--- src/rtl/hz_pkg.sv ---
// hz_pkg: scoreboard entry type, bubble constant and readiness helper for hazard_scoreboard
package hz_pkg;
    localparam int REG_AW = 5;
    typedef struct packed {
        logic              valid;
        logic [REG_AW-1:0] rd;
        logic              isLoad;
    } sb_entry_t;
    localparam sb_entry_t SB_BUBBLE = '0;
    // a tracked producer's result exists once it reaches idx (loads need LOAD_LAT extra stages past M)
    function automatic logic hz_ready(sb_entry_t entry, int idx, int loadLat);
        return entry.valid && (entry.rd != '0) && (entry.isLoad ? (idx >= 1 + loadLat) : (idx >= 1));
    endfunction
endpackage

--- src/rtl/hz_youngest_match.sv ---
// hz_youngest_match: priority encoder returning the youngest scoreboard entry writing src
module hz_youngest_match
    import hz_pkg::*;
#(
    parameter int N        = 2,
    parameter int BASE     = 1,
    parameter int SHIFT    = 0,
    parameter int LOAD_LAT = 1,
    parameter int IW       = 2
) (
    input  sb_entry_t [N-1:0]    entries,
    input  logic [REG_AW-1:0]    src,
    output logic                 hit,
    output logic [IW-1:0]        idx,
    output logic                 ready
);
    // scan oldest to youngest so the youngest match wins; readiness judged at index+SHIFT
    always_comb begin
        hit = 1'b0;
        idx = '0;
        ready = 1'b0;
        for (int i = N - 1; i >= 0; i--) begin
            if (entries[i].valid && entries[i].rd == src && src != '0) begin
                hit = 1'b1;
                idx = IW'(i + BASE);
                ready = hz_ready(entries[i], i + BASE + SHIFT, LOAD_LAT);
            end
        end
    end
endmodule

--- src/rtl/hazard_scoreboard.sv ---
// hazard_scoreboard: E..WB destination scoreboard with youngest-producer forwarding and load-use stall; HZ_STATS_EN adds stall/flush counters
module hazard_scoreboard
    import hz_pkg::*;
#(
    parameter int XLEN     = 32,
    parameter int DEPTH    = 3,
    parameter int LOAD_LAT = 1,
    localparam int SW      = $clog2(DEPTH)
) (
    input  logic                       clk,
    input  logic                       rst,
    input  logic                       d_valid,
    input  logic [4:0]                 d_rs1,
    input  logic [4:0]                 d_rs2,
    input  logic [4:0]                 d_rd,
    input  logic                       d_regwrite,
    input  logic                       d_is_load,
    input  logic [4:0]                 e_rs1,
    input  logic [4:0]                 e_rs2,
    input  logic [XLEN-1:0]            e_rf_a,
    input  logic [XLEN-1:0]            e_rf_b,
    input  logic                       flush_e,
    input  logic [DEPTH-1:0][XLEN-1:0] stage_data,
`ifdef HZ_STATS_EN
    output logic [31:0]                stall_cycles,
    output logic [31:0]                flush_count,
`endif
    output logic                       stall,
    output logic [SW-1:0]              fwd_sel_a,
    output logic [SW-1:0]              fwd_sel_b,
    output logic [XLEN-1:0]            op_a_e,
    output logic [XLEN-1:0]            op_b_e
);
    sb_entry_t [DEPTH-1:0] sb;
    sb_entry_t dEntry;
    logic eHitA, eRdyA, eHitB, eRdyB, dHitA, dRdyA, dHitB, dRdyB;
    logic [SW-1:0] eIdxA, eIdxB, unusedIdxA, unusedIdxB;
    assign dEntry = '{valid: d_valid && d_regwrite && d_rd != '0, rd: d_rd, isLoad: d_is_load};
    hz_youngest_match #(.N(DEPTH-1), .BASE(1), .SHIFT(0), .LOAD_LAT(LOAD_LAT), .IW(SW)) uEA (
        .entries(sb[DEPTH-1:1]), .src(e_rs1), .hit(eHitA), .idx(eIdxA), .ready(eRdyA));
    hz_youngest_match #(.N(DEPTH-1), .BASE(1), .SHIFT(0), .LOAD_LAT(LOAD_LAT), .IW(SW)) uEB (
        .entries(sb[DEPTH-1:1]), .src(e_rs2), .hit(eHitB), .idx(eIdxB), .ready(eRdyB));
    hz_youngest_match #(.N(DEPTH-1), .BASE(0), .SHIFT(1), .LOAD_LAT(LOAD_LAT), .IW(SW)) uDA (
        .entries(sb[DEPTH-2:0]), .src(d_rs1), .hit(dHitA), .idx(unusedIdxA), .ready(dRdyA));
    hz_youngest_match #(.N(DEPTH-1), .BASE(0), .SHIFT(1), .LOAD_LAT(LOAD_LAT), .IW(SW)) uDB (
        .entries(sb[DEPTH-2:0]), .src(d_rs2), .hit(dHitB), .idx(unusedIdxB), .ready(dRdyB));
    assign stall = d_valid && ((dHitA && !dRdyA) || (dHitB && !dRdyB));
    assign fwd_sel_a = (eHitA && eRdyA) ? eIdxA : '0;
    assign fwd_sel_b = (eHitB && eRdyB) ? eIdxB : '0;
    assign op_a_e = (fwd_sel_a == '0) ? e_rf_a : stage_data[fwd_sel_a];
    assign op_b_e = (fwd_sel_b == '0) ? e_rf_b : stage_data[fwd_sel_b];
    // advance every stage each edge; E takes a bubble on stall or flush
    always_ff @(posedge clk)
        if (rst) sb <= '0;
        else sb <= {sb[DEPTH-2:0], (stall || flush_e) ? SB_BUBBLE : dEntry};
`ifdef HZ_STATS_EN
    // saturating stall and flush event counters
    always_ff @(posedge clk)
        if (rst) begin
            stall_cycles <= '0;
            flush_count <= '0;
        end else begin
            if (stall && stall_cycles != '1) stall_cycles <= stall_cycles + 32'd1;
            if (flush_e && flush_count != '1) flush_count <= flush_count + 32'd1;
        end
`endif
endmodule

--- config.mk ---
export PLATFORM = sky130hd
export DESIGN_NAME = hazard_scoreboard
export DESIGN_NICKNAME = d
export VERILOG_FILES = /design/src/rtl/hz_pkg.sv /design/src/rtl/hz_youngest_match.sv /design/src/rtl/hazard_scoreboard.sv
export SDC_FILE = /design/constraint.sdc
export NUM_CORES = 1
export LEC_CHECK = 0
export ABC_CLOCK_PERIOD_IN_PS = 3300
export CORE_AREA = 2 2 102 104
export DETAILED_ROUTE_END_ITERATION = 8
export DIE_AREA = 0 0 104 106
export PLACE_DENSITY = 0.71
export REMOVE_ABC_BUFFERS = 1
export SKIP_CTS_REPAIR_TIMING = 1
export SLEW_MARGIN = 20
export SYNTH_ARGS = -nofsm -noshare
export SYNTH_HDL_FRONTEND = slang
export SYNTH_HIERARCHICAL = 1
export SYNTH_SLANG_ARGS = --single-unit
--- constraint.sdc ---
create_clock -name clk -period 3.3 [get_ports clk]
set_input_delay 0.66 -clock clk [delete_from_list [all_inputs] [get_ports clk]]
set_output_delay 0.66 -clock clk [all_outputs]
set_load 0.02 [all_outputs]
==> impl_metrics.tcl <==
set metrics [dict create \
    drtIter0Drc 571 \
    tightestPinTransition_ns 0.542 \
    core-area_um2 10000 \
    first_global_vias 3535 \
    routed_wl_um 14100 \
    cp-end-kind "primary output" \
    multi_input_area_um2 1800 \
    fin_skew_ns 0.00144 \
    antenna_found_initial 6 \
    grtUsageTotal 0.208 \
    regArea_um2 400 \
    num_rows 37 \
    drc 15 \
    cts.clk_slew.worst_paths_ns 0.07 \
    nNetsFinal 750 \
    finalHoldViolCount 0 \
    start_util 0.242 \
    dp_hpwl_um 10200 \
    wl_per_cell_um 20.1 \
    cts_root_buf "clkbuf_8" \
    finalSetupViolCount 64 \
    critPathLaunchType "input port" \
    cts.path.max_buffers 2 \
    syn_to_final_growth_pct 126 \
    port_buffers 227 \
    hold_path.class "reg -> reg" \
    powerDensity_nw_per_um2 172 \
    rsz0062_at_grt "yes" \
    die_x_um 104 \
    worstHoldEndpoint "sb[7]" \
    postRouteAntennaNets 0 \
    post-route-period-util 1.11 \
    ir_drop_mv 0.171 \
    num_vias 3765 \
    grt_max_degree 33 \
    period_needed_ns 3.66 \
    hp-start "sb[0]" \
    crit_fanout 8 \
    synth_warnings 6 \
    drt-vias-per-instance 5.39 \
    crit_arrival_ns 3.00 \
    critPathRequiredTime_ns 2.64 \
    cts_tree "yes" \
    rr_endpoint "sb[6]" \
    die_area_um2 11000 \
    status "finished, violations left" \
    grt-ovfl-total 0 \
    syn_area_per_cell_um2 8.22 \
    fin_ws_ns -0.361 \
    slew_headroom 0.637 \
    critPathKind "in -> out" \
    syn_area_um2 2420 \
    grt_pass1_wl_um 18800 \
    r2r.worst_path.cells 8 \
    utilization 0.547 \
    r2r_slack_ns 1.16 \
    clk_latency_ns 0.25 \
    drive_gt1_frac 0.303 \
    largest_register_ffs 20 \
    cap_viol_max_count 0 \
    syn_inst 294 \
    r2r-start "sb[3]" \
    place_congestion 0.897 \
    dr.pass1.iters 9 \
    clock.fmax_ghz 0.273 \
    die_y_um 106 \
    violations "design-rule violations, negative setup slack" \
    holdPathStages 1 \
    largest_register "sb" \
    p_leak_nw 2.51 \
    cts_htree_levels 1 \
    final_max_slew_viol_count 0 \
    boundaryPins 260 \
    n_fill_cell 928 \
    pre_cts_slack_ns -0.985 \
    reg_top3 "sb x20" \
    clock_sinks 20 \
    numCtsBuffers 3 \
]
## worst max path at each step
stage / startpoint / to / slack (ns)
final: e_rs2[2] / op_b_e[31] / -0.36
after global routing: e_rs2[2] / op_b_e[12] / -0.49
after CTS: e_rs2[2] / op_b_e[31] / -0.99
after detailed placement: e_rs2[2] / op_b_e[31] / -0.98
after global placement: e_rs1[2] / op_a_e[0] / -0.93
after floorplan: e_rs2[2] / op_b_e[0] / -0.59
## cells in the final DEF (no fill, tap or decap), types with 5 or more instances in the layout
| cell type | n |
|---|---|
| a222oi_1 | 64 |
| nor3b_1 | 10 |
| clkbuf_2 | 7 |
| dfxtp_1 | 20 |
| clkdlybuf4s50_1 | 142 |
| or4_1 | 6 |
| buf_2 | 31 |
| nor2b_1 | 13 |
| buf_4 | 39 |
| xnor2_1 | 14 |
| nor4_4 | 5 |
| nand4_1 | 8 |
| buf_6 | 39 |
| dlymetal6s2s_1 | 13 |
| buf_12 | 6 |
| inv_1 | 64 |
| xor2_1 | 16 |
| xnor2_2 | 10 |
## layout make-up
cell class                 count  share of cell area
antenna                        4             0.00183
timing repair buffer         284               0.510
sequential                    20              0.0732
clock buffer                   4              0.0101
inverter                      64              0.0439
multi-input combinational    186               0.330
tap                          136              0.0311
## per-layer routing
metal  up-vias  part of all wire  GRT usage  routed length [um]
met5         -            0.0017          0                  24
met4         4             0.029     0.0647                 414
met3        32              0.10     0.0785                1470
met2       246              0.50      0.370                6990
met1      1793              0.37      0.229                5160
li1       1690                 -          -                   -
## worst max-delay path: stages
cell and delay (ns):
clkbuf_2 0.11, xnor2_1 0.16, nand4_1 0.19, nor4_4 0.48
mux2_4 0.26, o211ai_1 0.16, buf_4 0.21, buf_12 0.14
a222oi_1 0.38, inv_1 0.10, buf_6 0.15
## per-stage QoR
stage / area, um2 / total power (W) / instances / TNS, ns / hold slack, ns
after global placement: 5050 / 0.000744 / 674 / -56.23 / 0.485
final: 5470 / 0.000940 / 698 / -17.66 / 0.499
after detailed placement: 5050 / 0.000749 / 674 / -58.99 / 0.493
after CTS: 5110 / 0.000931 / 678 / -59.23 / 0.503
after floorplan: 2240 / 0.000412 / 270 / -37.05 / 0.458
after global routing: 5460 / 0.000983 / 695 / -25.38 / 0.516
## power by group
| group | switching [W] | leakage, nW | internal [W] |
|---|---|---|---|
| Combinational | 0.000196 | 2.32 | 0.000305 |
| Clock | 0.0000754 | 0.0288 | 0.000106 |
| Sequential | 0.0000110 | 0.163 | 0.000248 |
| Total | 0.000282 | 2.51 | 0.000658 |
Power figures use the tool's default switching activity.
